`src/rtl/mips_datapath_param_pkg.sv`:
```
`default_nettype none
// +--------------------------------------------------------------------------+
// | Module : mips_datapath_param_pkg                                         |
// | Desc   : Shared encodings and width check for the parametric datapath.   |
// | Rev    : 1.0  initial release                                            |
// +--------------------------------------------------------------------------+
package mips_datapath_param_pkg;

    typedef enum logic [1:0] {
        FS_IDLE  = 2'd0,
        FS_FETCH = 2'd1,
        FS_DONE  = 2'd2
    } fetch_state_e;

    localparam logic [1:0] c_SRCB_B     = 2'b00;
    localparam logic [1:0] c_SRCB_FOUR  = 2'b01;
    localparam logic [1:0] c_SRCB_IMM   = 2'b10;
    localparam logic [1:0] c_SRCB_IMMX4 = 2'b11;

    localparam logic [1:0] c_PCSRC_ALU    = 2'b00;
    localparam logic [1:0] c_PCSRC_ALUOUT = 2'b01;
    localparam logic [1:0] c_PCSRC_JUMP   = 2'b10;

    localparam logic [2:0] c_ALU_AND = 3'b000;
    localparam logic [2:0] c_ALU_OR  = 3'b001;
    localparam logic [2:0] c_ALU_ADD = 3'b010;
    localparam logic [2:0] c_ALU_SUB = 3'b110;
    localparam logic [2:0] c_ALU_SLT = 3'b111;

    localparam int c_PC_INCR = 4;

    function automatic bit legal_data_width(input int w);
        return (w == 8) || (w == 16) || (w == 32);
    endfunction

endpackage
`default_nettype wire

```
`src/rtl/mips_datapath_param_ir_fetch_seq.sv`:
```
`default_nettype none
// +--------------------------------------------------------------------------+
// | Module : ir_fetch_seq                                                    |
// | Desc   : Multi-beat instruction fetch; assembles IR lowest lane first.   |
// | Rev    : 1.0  initial release                                            |
// +--------------------------------------------------------------------------+
module ir_fetch_seq
    import mips_datapath_param_pkg::*;
#(
    parameter int DATA_WIDTH = 8
) (
    input  logic                  clk,
    input  logic                  reset,
    input  logic                  irfetch_i,
    input  logic                  mem_ready_i,
    input  logic [DATA_WIDTH-1:0] mem_rdata_i,
    output logic [1:0]            beat_o,
    output logic                  busy_o,
    output logic                  done_o,
    output logic [31:0]           ir_o
);

    localparam int         NBEATS      = 32 / DATA_WIDTH;
    localparam logic [1:0] c_LAST_BEAT = 2'(NBEATS - 1);

    fetch_state_e state_q;
    logic [1:0]   beat_q;
    logic         busy_q;
    logic         done_q;
    logic [31:0]  ir_q;

    always_ff @(posedge clk) begin
        if (reset) begin
            state_q <= FS_IDLE;
            beat_q  <= 2'd0;
            busy_q  <= 1'b0;
            done_q  <= 1'b0;
            ir_q    <= 32'd0;
        end else begin
            done_q <= 1'b0;
            case (state_q)
                FS_IDLE: begin
                    if (irfetch_i) begin
                        state_q <= FS_FETCH;
                        beat_q  <= 2'd0;
                        busy_q  <= 1'b1;
                    end
                end
                FS_FETCH: begin
                    if (mem_ready_i) begin
                        for (int l = 0; l < NBEATS; l++) begin
                            if (beat_q == 2'(l)) begin
                                ir_q[l*DATA_WIDTH +: DATA_WIDTH] <= mem_rdata_i;
                            end
                        end
                        if (beat_q == c_LAST_BEAT) begin
                            state_q <= FS_DONE;
                            beat_q  <= 2'd0;
                            busy_q  <= 1'b0;
                            done_q  <= 1'b1;
                        end else begin
                            beat_q <= beat_q + 2'd1;
                        end
                    end
                end
                FS_DONE: state_q <= FS_IDLE;
                default: state_q <= FS_IDLE;
            endcase
        end
    end

    assign beat_o = beat_q;
    assign busy_o = busy_q;
    assign done_o = done_q;
    assign ir_o   = ir_q;

endmodule
`default_nettype wire

```
`src/rtl/mips_datapath_param.sv`:
```
`default_nettype none
// +--------------------------------------------------------------------------+
// | Module : mips_datapath_param                                             |
// | Desc   : Multicycle MIPS datapath with internal fetch and mem handshake. |
// | Rev    : 1.0  initial release                                            |
// +--------------------------------------------------------------------------+
module mips_datapath_param
    import mips_datapath_param_pkg::*;
#(
    parameter int DATA_WIDTH = 8
) (
    input  logic                  clk,
    input  logic                  reset,
    input  logic                  pcen,
    input  logic                  iord,
    input  logic                  memread,
    input  logic                  memwrite,
    input  logic                  irfetch,
    input  logic                  regdst,
    input  logic                  memtoreg,
    input  logic                  regwrite,
    input  logic                  alusrca,
    input  logic [1:0]            alusrcb,
    input  logic [2:0]            alucont,
    input  logic [1:0]            pcsource,
    output logic [DATA_WIDTH-1:0] mem_addr,
    output logic [DATA_WIDTH-1:0] mem_wdata,
    output logic                  mem_req,
    output logic                  mem_we,
    input  logic [DATA_WIDTH-1:0] mem_rdata,
    input  logic                  mem_ready,
    output logic [5:0]            op,
    output logic [5:0]            funct,
    output logic                  zero,
    output logic                  fetch_busy,
    output logic                  fetch_done,
    output logic                  stall
);

    localparam int STEP = DATA_WIDTH / 8;

    if (!legal_data_width(DATA_WIDTH)) begin : g_width_check
        $error("mips_datapath_param: DATA_WIDTH must be 8, 16 or 32");
    end

    logic [DATA_WIDTH-1:0] pc_q, pc_d;
    logic [DATA_WIDTH-1:0] mdr_q, mdr_d;
    logic [DATA_WIDTH-1:0] a_q, b_q, aluout_q;
    logic [DATA_WIDTH-1:0] rf_q [32];

    logic [31:0]           w_instr;
    logic [1:0]            w_beat;
    logic                  w_data_req;
    logic                  w_mdr_load;
    logic                  w_rf_we;
    logic [4:0]            w_ra1, w_ra2, w_wa;
    logic [DATA_WIDTH-1:0] w_rd1, w_rd2, w_wd;
    logic [DATA_WIDTH-1:0] w_imm, w_immx4, w_jump;
    logic [DATA_WIDTH-1:0] w_srca, w_srcb, w_alu_result, w_next_pc;

    ir_fetch_seq #(
        .DATA_WIDTH (DATA_WIDTH)
    ) u_fetch (
        .clk         (clk),
        .reset       (reset),
        .irfetch_i   (irfetch),
        .mem_ready_i (mem_ready),
        .mem_rdata_i (mem_rdata),
        .beat_o      (w_beat),
        .busy_o      (fetch_busy),
        .done_o      (fetch_done),
        .ir_o        (w_instr)
    );

    assign op    = w_instr[31:26];
    assign funct = w_instr[5:0];

    // Casting the full-width expressions truncates (or zero-extends the jump)
    assign w_imm   = DATA_WIDTH'({{16{w_instr[15]}}, w_instr[15:0]});
    assign w_immx4 = DATA_WIDTH'({{14{w_instr[15]}}, w_instr[15:0], 2'b00});
    assign w_jump  = DATA_WIDTH'({w_instr[25:0], 2'b00});

    // A data request raised during a fetch waits, holding the datapath with it
    assign w_data_req = memread | memwrite;
    assign stall      = w_data_req & (fetch_busy | ~mem_ready);
    assign mem_req    = fetch_busy | w_data_req;
    assign mem_we     = ~fetch_busy & memwrite;
    assign mem_wdata  = b_q;
    assign mem_addr   = fetch_busy ? (pc_q + DATA_WIDTH'(w_beat * STEP))
                      : (iord ? w_alu_result : pc_q);

    assign w_ra1   = w_instr[25:21];
    assign w_ra2   = w_instr[20:16];
    assign w_wa    = regdst ? w_instr[15:11] : w_instr[20:16];
    assign w_wd    = memtoreg ? mdr_q : aluout_q;
    assign w_rf_we = regwrite & ~stall;
    assign w_rd1   = (w_ra1 == 5'd0) ? '0 : rf_q[w_ra1];
    assign w_rd2   = (w_ra2 == 5'd0) ? '0 : rf_q[w_ra2];

    always_ff @(posedge clk) begin
        if (w_rf_we && (w_wa != 5'd0)) begin
            rf_q[w_wa] <= w_wd;
        end
    end

    assign w_srca = alusrca ? a_q : pc_q;

    always_comb begin
        case (alusrcb)
            c_SRCB_B:    w_srcb = b_q;
            c_SRCB_FOUR: w_srcb = DATA_WIDTH'(c_PC_INCR);
            c_SRCB_IMM:  w_srcb = w_imm;
            default:     w_srcb = w_immx4;
        endcase
    end

    always_comb begin
        case (alucont)
            c_ALU_AND: w_alu_result = w_srca & w_srcb;
            c_ALU_OR:  w_alu_result = w_srca | w_srcb;
            c_ALU_SUB: w_alu_result = w_srca - w_srcb;
            c_ALU_SLT: w_alu_result = DATA_WIDTH'($signed(w_srca) < $signed(w_srcb));
            default:   w_alu_result = w_srca + w_srcb;
        endcase
    end

    assign zero = (w_alu_result == '0);

    always_comb begin
        case (pcsource)
            c_PCSRC_ALUOUT: w_next_pc = aluout_q;
            c_PCSRC_JUMP:   w_next_pc = w_jump;
            default:        w_next_pc = w_alu_result;
        endcase
    end

    // The fetch owns mem_ready while busy, so MDR only listens when idle
    assign w_mdr_load = memread & mem_ready & ~fetch_busy;

    always_comb begin
        pc_d  = (pcen && !stall) ? w_next_pc : pc_q;
        mdr_d = w_mdr_load ? mem_rdata : mdr_q;
    end

    always_ff @(posedge clk) begin
        if (reset) begin
            pc_q     <= '0;
            mdr_q    <= '0;
            a_q      <= '0;
            b_q      <= '0;
            aluout_q <= '0;
        end else if (!stall) begin
            pc_q     <= pc_d;
            mdr_q    <= mdr_d;
            a_q      <= w_rd1;
            b_q      <= w_rd2;
            aluout_q <= w_alu_result;
        end
    end

endmodule
`default_nettype wire

```
`config.mk`:
```
export PLATFORM = sky130hd
export DESIGN_NAME = mips_datapath_param
export DESIGN_NICKNAME = d
export VERILOG_FILES = /design/src/rtl/mips_datapath_param_pkg.sv /design/src/rtl/mips_datapath_param_ir_fetch_seq.sv /design/src/rtl/mips_datapath_param.sv
export SDC_FILE = /design/constraint.sdc
export NUM_CORES = 1
export LEC_CHECK = 0
export ABC_AREA = 0
export BUFFER_PORTS_ARGS = -buffer_cell sky130_fd_sc_hd__buf_4
export CORE_MARGIN = 2
export CORE_UTILIZATION = 35
export CTS_BUF_LIST = sky130_fd_sc_hd__clkbuf_8
export CTS_CLUSTER_DIAMETER = 50
export DETAILED_ROUTE_END_ITERATION = 10
export GPL_ROUTABILITY_DRIVEN = 0
export GPL_TIMING_DRIVEN = 1
export SYNTH_ARGS = -nofsm -noshare
export SYNTH_HDL_FRONTEND = slang
export SYNTH_HIERARCHICAL = 1
export SYNTH_SLANG_ARGS = --single-unit
```
`constraint.sdc`:
```
create_clock -name clk -period 4.8 [get_ports clk]
set_input_delay 1.2 -clock clk [delete_from_list [all_inputs] [get_ports clk]]
set_output_delay 1.2 -clock clk [all_outputs]
set_load 0.05 [all_outputs]
```
* Word level (Yosys, flattened, before mapping)
Memories as Yosys holds them, arrays and structs flattened. A register that Yosys moved wholly into a read port is not among the register bits.
Index checks and enable logic that the tools add are counted.
** Operators by class
- $mul :: 0
- Shift-type cells :: 0
- Multiplexer cells :: 27
- $add $sub $neg :: 4
- Bitwise operators :: 14
- Eq/ne operators :: 14
- Magnitude comparators :: 1
- Div/mod/pow operators :: 0
- Reductions and logical operators :: 22
** Operator list (count)
- 2-to-1 mux 8 bit :: 6
- case mux 8 bit (4 select lines) :: 1
- case mux 8 bit (3 select lines) :: 1
- AND reduction 3 bit :: 6
- case mux 8 bit (2 select lines) :: 1
- 2-to-1 mux 5 bit :: 3
- 2-to-1 mux 2 bit :: 6
- zero test 5 bit :: 2
- adder 8 x 2 -> 8 bit :: 1
- adder 8 bit :: 1
- bitwise AND 8 bit :: 1
- equality test 2 x 1 -> 1 bit, second input constant :: 4
- equality test 2 bit, second input constant :: 4
- zero test 8 bit :: 1
- < comparator 8 bit :: 1
- OR 8 bit :: 1
- case mux 2 bit (2 select lines) :: 2
- subtractor 8 bit :: 1
- equality test 3 bit, second input constant :: 2
- zero test 2 bit :: 3
- 2-to-1 mux 1 bit :: 6
- bitwise AND 1 bit :: 5
- nonzero test 5 bit :: 1
- inequality test 2 bit, second input constant :: 2
- 13 further kinds :: 20
** Word-level totals
- Bits in writable memories :: 256
- Latch bits :: 0
- Bits of input ports :: 27
- Flip-flop bits (word level) :: 78
- Logic and storage cells :: 96
- Bits in read-only memories :: 0
- Output and inout port bits :: 34
- Memories kept :: 1
** Memories
- rf_q :: depth 32, width 8, rd ports 2, clocked after Yosys merged registers in 1, wr ports 1, line mips_datapath_param.sv:49 : logic [DATA_WIDTH-1:0] rf_q [32];

* Depth between registers and ports, before layout
Gate-level depths: netlist of run 1.
- Depth in word-level cells :: 8
- Depth in mapped cells :: 12
- Mapped depth without buffers :: 11

* By module
The synthesis of run 1 kept the hierarchy.
** By module, submodules not included
- mips_datapath_param :: sequential area each 8488.1 µm², area each 15341.0 µm², times used 1, cells each 1029
- ir_fetch_seq :: sequential area each 760.7 µm², area each 1488.9 µm², times used 1, cells each 177

* Worst setup path after synthesis of run 1
OpenSTA, ideal clock, no wires.
- Path kind :: input to output
- From :: in alusrca
- To :: out mem_addr[0]
- Arrival :: 4.447 ns
- Stages on the path :: 12
- Path slack :: -0.847 ns
- Path buffers :: 1
- Required time :: 3.600 ns
- Cell sequence :: clkbuf_1 -> mux2_2 -> inv_1 -> ha_1 -> inv_1 -> fa_1 -> nor2b_1 -> o21ai_0 -> a211oi_1 -> o211ai_1 -> mux2i_1 -> o21ai_0
** Between the ends
- Longest elaborated chain between the ends :: 5
** Ends and longest elaborated chain
- from (decl) :: line mips_datapath_param.sv:22 : input logic alusrca,
- 2-to-1 mux 8 bit * :: line mips_datapath_param.sv:106 : assign w_srca = alusrca ? a_q : pc_q;
- adder 8 bit (tied with other cells) :: line mips_datapath_param.sv:123 : default: w_alu_result = w_srca + w_srcb;
- case mux 8 bit (4 select lines) * :: line mips_datapath_param.sv:118 : case (alucont)
- 2-to-1 mux 8 bit * :: line mips_datapath_param.sv:90 : : (iord ? w_alu_result : pc_q);
- 2-to-1 mux 8 bit * :: line mips_datapath_param.sv:89 : assign mem_addr = fetch_busy ? (pc_q + DATA_WIDTH'(w_beat * STEP))
- to (decl) :: line mips_datapath_param.sv:26 : output logic [DATA_WIDTH-1:0] mem_addr,
Every way passes the cells marked *; elsewhere a longest branch is shown, timed or not.

* Worst setup path in the final report of run 1
- From :: in alusrcb[0]
- To :: out zero
** Between the ends
- Longest elaborated chain between the ends :: 5
** Ends and longest elaborated chain
- from (decl) :: line mips_datapath_param.sv:23 : input logic [1:0] alusrcb,
- equality test 2 bit (tied with other cells) :: line mips_datapath_param.sv:109 : case (alusrcb)
- case mux 8 bit (3 select lines) * :: line mips_datapath_param.sv:109
- adder 8 bit (tied with other cells) :: line mips_datapath_param.sv:123
- case mux 8 bit (4 select lines) * :: line mips_datapath_param.sv:118
- zero test 8 bit * :: line mips_datapath_param.sv:127 : assign zero = (w_alu_result == '0);
- to (decl) :: line mips_datapath_param.sv:34 : output logic zero,
Marks and branches as above.

==> results_dict.tcl, run 1 <==
set metrics [dict create \
    status "complete, but fails checks" \
    violations "negative setup slack" \
    fmax_mhz 207 \
    worstMarginPinSlew_ns 1.07 \
    h-tree-depth 2 \
    timing.final.crit_share_pct 101 \
    track_usage_pct 18.5 \
    via_per_inst 5.75 \
    fp.dieW_um 223 \
    core_area_um2 47400 \
    layout_setup_ws_ns -0.0315 \
    avgSynthCellArea_um2 14.0 \
    tritoncts "built" \
    startpoint_type "input pin" \
    fin_area_um2 19500 \
    rsz0062_at_grt "true" \
    nNetsFinal 1374 \
    synth_cells 1194 \
    skew_ns 0.0411 \
    die_h_um 223 \
    grt_max_degree 66 \
    clk_pin_slew_ns 0.06 \
    worstPathMaxFanout 9 \
    power.density_nw_per_um2 306 \
    finalHoldViolCount 0 \
    ant_nets 0 \
    rows 80 \
    final_max_slew_viol_count 0 \
    routed_wl_mm 46.3 \
    dp.cells 1858 \
    path_class "input pin to output port" \
    portBuffers 60 \
    grt_pass1_vias 11300 \
    yosys_warnings 6 \
    relSlewSlack_pct 28.1 \
    layout_common_cells "edfxtp_1 (256), buf_4 (125), mux4_2 (121), nand2_1 (103), dfxtp_1 (71)" \
    initial_core_util_pct 35.3 \
    setup_violations 2 \
    fin_crit_ns 4.83 \
    critPathArrivalTime_ns 3.63 \
    end_kind "output port" \
    clockBufferDepth 3 \
    p_leak_nw 6.45 \
    cts-buffers-inserted 54 \
    die_area_um2 49600 \
    firstDrtPassIters 5 \
    clk_latency_ns 0.60 \
    drive_above_1_share_pct 31.1 \
    worst_ep_required_time_ns 3.60 \
    post-dp-hpwl_mm 31.1 \
    area_delta_synth_final_pct 16.5 \
    syn_area_um2 16700 \
    antenna_found_initial 0 \
    drv_cap 0 \
    numClockSinks 331 \
    drcViolationCount 0 \
    vdd_drop_max_mv 0.161 \
    hold_ws_ns 0.453 \
    min_path_type "flip-flop to flip-flop" \
    fin_cells 1966 \
    drt-initial-drc-count 1307 \
    wl_per_cell_um 23.5 \
    pin_count 61 \
    postPlaceCellArea_um2 18100 \
    root_buffer "clkbuf_8" \
    num_vias 11300 \
    grt_pass1_wl_mm 70.0 \
    final_common_cell "edfxtp_1" \
    overflow 0 \
]
-- registers in the layout, indices dropped and copies added, names as in the netlist --
name / count
u_fetch/ir_o: 29
u_fetch/done_o: 1
a_q: 8
u_fetch/state_q: 2
aluout_q: 8
mdr_q: 8
rf_q: 256
pc_q: 8
u_fetch/beat_o: 2
u_fetch/busy_o: 1
mem_wdata: 8
-- cell type report --
type / count / area, um^2
timing repair buffer: 137 / 1090
sequential: 331 / 9200
antenna: 1 / 2.50
inverter: 40 / 153
clock inverter: 36 / 168
fill: 4388 / 28000
clock buffer: 58 / 798
multi-input combinational: 748 / 7310
tap: 615 / 769
-- worst max-delay path: stages --
cell and delay, ns:
buf_12 0.12, mux2_4 0.29, a22o_4 0.24, ha_4 0.28
a21o_1 0.21, and2_4 0.20, o31a_1 0.25, o32ai_2 0.26
and2_4 0.21, and4_4 0.23, buf_8 0.14
-- per-stage QoR --
stage                     utilization, %  setup TNS, ns  setup WS (ns)  power (mW)
final                               41.1        -0.0385        -0.0315        5.96
after global routing                41.1         -0.382         -0.140        6.18
after CTS                           40.7        -0.0499        -0.0456        5.98
after detailed placement            38.2          -1.04         -0.217        3.72
after global placement              38.2         -0.794         -0.171        3.71
after floorplan                        -        -0.0699        -0.0699        3.52
-- where the power goes --
| part | switching, mW | internal [mW] |
|---|---|---|
| Sequential | 0.0340 | 3.12 |
| Clock | 1.09 | 1.15 |
| Combinational | 0.341 | 0.214 |
-- routing by layer --
| metal | up-vias | share of wire, % | GRT usage (%) |
|---|---|---|---|
| met4 | 0 | 3.8 | 7.27 |
| met1 | 5765 | 41 | 24.8 |
| met3 | 104 | 6.5 | 2.79 |
| met2 | 461 | 48 | 30.3 |
| met5 | - | 0 | 0 |
| li1 | 4979 | - | - |
-- worst paths after layout --
kind	start	end	slack, ns	cells after the start
worst min-delay path	u_fetch/ir_o[28]	u_fetch/ir_o[28]	0.45	2
worst max-delay path	alusrcb[0]	zero	-0.03	11
worst max register to register	u_fetch/ir_o[23]	a_q[7]	1.66	5
worst min register to register	u_fetch/ir_o[28]	u_fetch/ir_o[28]	0.45	2
-- repair_timing --
| item | in CTS | in global routing |
|---|---|---|
| buffers inserted | 8 | 5 |
| pin swaps | 16 | 25 |
| hold buffers | 0 | 0 |
| setup endpoints to repair | 8 | 8 |
| gates resized for setup | 38 | 30 |
Power figures use the tool's default switching activity.
==> run 2, diff against run 1 <==
--- a/config.mk
+++ b/config.mk
@@ -14,6 +14,7 @@
 export DETAILED_ROUTE_END_ITERATION = 10
 export GPL_ROUTABILITY_DRIVEN = 0
 export GPL_TIMING_DRIVEN = 1
+export MAX_ROUTING_LAYER = met4
 export SYNTH_ARGS = -nofsm -noshare
 export SYNTH_HDL_FRONTEND = slang
 export SYNTH_HIERARCHICAL = 1
==> results_dict.tcl, run 2 (synthesis gave the netlist of run 1 again) <==
set metrics [dict create \
    status "complete, but fails checks" \
    violations "negative setup slack" \
    swShare_pct 24.6 \
    fin_util_pct 41.1 \
    worst_ep_required_time_ns 3.60 \
    critPathTopFamily "compound AO/OA/AOI/OAI gates" \
    clockBufferDepth 3 \
    portBuffers 60 \
    track_usage_pct 19.1 \
    rsz0062_at_grt "true" \
    cpMaxStageDelayCell "a2111o_1" \
    dr.max_layer_used "met4" \
    drv_cap 0 \
    ant_nets 0 \
    cts-buffers-inserted 54 \
    nNetsFinal 1377 \
    grt_pass1_wl_mm 70.0 \
    setup_tns_ns -0.0210 \
    holdPathStages 2 \
    startpoint_type "input pin" \
    numClockSinks 331 \
    met3_length_mm 3.16 \
    p_seq_share_pct 53.0 \
    via_per_inst 5.76 \
    initial_core_util_pct 35.3 \
    intPower_mw 4.49 \
    clk_latency_ns 0.60 \
    power.total_mw 5.96 \
    root_buffer "clkbuf_8" \
    worstMarginPinSlew_ns 1.02 \
    clk_pin_slew_ns 0.05 \
    drcViolationCount 0 \
    h-tree-depth 2 \
    overflow 0 \
    grt_pass1_vias 11300 \
    r2r_setup_slack_ns 1.63 \
    end_kind "output port" \
    rr_worst_depth 5 \
    r2r_start "u_fetch/ir_o[23]" \
    cp_num_buf_inv 2 \
    drt-initial-drc-count 1313 \
    layout_setup_ws_ns -0.0210 \
    worstPathMaxFanout 8 \
    fin_cells 1969 \
    firstDrtPassIters 5 \
    p_switching_mw 1.47 \
    layout_common_cells "edfxtp_1 (256), buf_4 (128), mux4_2 (121), nand2_1 (103), dfxtp_1 (71)" \
    p_leak_nw 6.47 \
    vdd_drop_max_mv 0.162 \
    fmax_mhz 207 \
    critPathArrivalTime_ns 3.62 \
    fp.dieW_um 223 \
    post-dp-hpwl_mm 31.1 \
    fin_crit_ns 4.82 \
    pin_count 61 \
    clockPowerShare_pct 37.7 \
    finalHoldViolCount 0 \
    die_h_um 223 \
    largest_register_ffs 256 \
    timing.final.crit_share_pct 100 \
    die_area_um2 49600 \
    largest_register "rf_q" \
    rows 80 \
    area_delta_synth_final_pct 16.6 \
    p_comb_share_pct 9.3 \
    path_cells "buf_12 -> mux2_4 -> a22o_4 -> ha_4 -> a21o_1 -> and2_4 -> nor3_1 -> a2111o_1 -> a21oi_2 -> and4_4 -> buf_8" \
    min_from "u_fetch/ir_o[28]" \
    min_to "u_fetch/ir_o[28]" \
    setup_violations 1 \
    dr_wl_met2_mm 22.2 \
    path_class "input pin to output port" \
    r2r_end "a_q[7]" \
    routed_wl_mm 46.3 \
    antenna_found_initial 0 \
    relSlewSlack_pct 31.5 \
    num_vias 11300 \
    wl_per_cell_um 23.5 \
    min_path_type "flip-flop to flip-flop" \
    grt_max_degree 66 \
    core_area_um2 47400 \
    cp-startpoint "alusrcb[0]" \
    cpPeakStageDelay_ns 0.43 \
    power.density_nw_per_um2 305 \
    routedLengthMet1_mm 19.1 \
    skew_ns 0.0348 \
    drive_above_1_share_pct 31.3 \
    final_max_slew_viol_count 0 \
    hold_ws_ns 0.453 \
    tritoncts "built" \
    final_common_cell "edfxtp_1" \
    dp.cells 1858 \
]
run 2: final cells by class:
class / instances / area, um^2
diodes: 1 / 2.50
clock inverters: 36 / 168
well taps: 615 / 769
fillers: 4386 / 27900
clock buffers: 58 / 798
multi-input cells: 748 / 7310
repair buffers: 140 / 1110
flip-flops and latches: 331 / 9200
inverters: 40 / 153
run 2: tightest hold or removal path, cell delays in order, from the launching register on:
cell,delay (ns)
dfxtp_1,0.30
nand2_1,0.05
a21oi_1,0.05
run 2: how the worst max path moves through the flow:
stage                             end  slack [ns]  cells after the start
after floorplan           mem_addr[5]       -0.07                     11
after global placement           zero       -0.17                     11
after detailed placement         zero       -0.22                     11
after CTS                        zero       -0.05                     11
after global routing             zero       -0.09                     11
final                            zero       -0.02                     11
run 2: metrics by stage:
stage / setup slack (ns) / area (um^2)
2_1_floorplan: -0.0699 / 16900
3_3_place_gp: -0.171 / 18100
3_5_place_dp: -0.217 / 18100
4_1_cts: -0.0456 / 19300
5_1_grt: -0.0853 / 19500
6_report: -0.0210 / 19500
run 2: power by group through the flow:
stage / logic [mW] / clock network, mW / registers (mW)
2_1_floorplan: 0.314 / 0 / 3.21
3_3_place_gp: 0.491 / 0 / 3.22
3_5_place_dp: 0.497 / 0 / 3.22
4_1_cts: 0.528 / 2.29 / 3.16
5_1_grt: 0.593 / 2.43 / 3.16
6_report: 0.556 / 2.25 / 3.16
run 2: routing by layer:
metal / global-route usage [%] / up-vias
li1: - / 4976
met1: 24.9 / 5790
met2: 30.3 / 462
met3: 2.64 / 121
met4: 7.32 / 0
met5: - / -
run 2: what timing repair did:
| item | CTS | global route |
|---|---|---|
| hold buffers | 0 | 0 |
| pin swaps | 16 | 27 |
| endpoints found under the setup margin | 8 | 8 |
| buffers inserted | 8 | 8 |
| gates resized for setup | 38 | 32 |
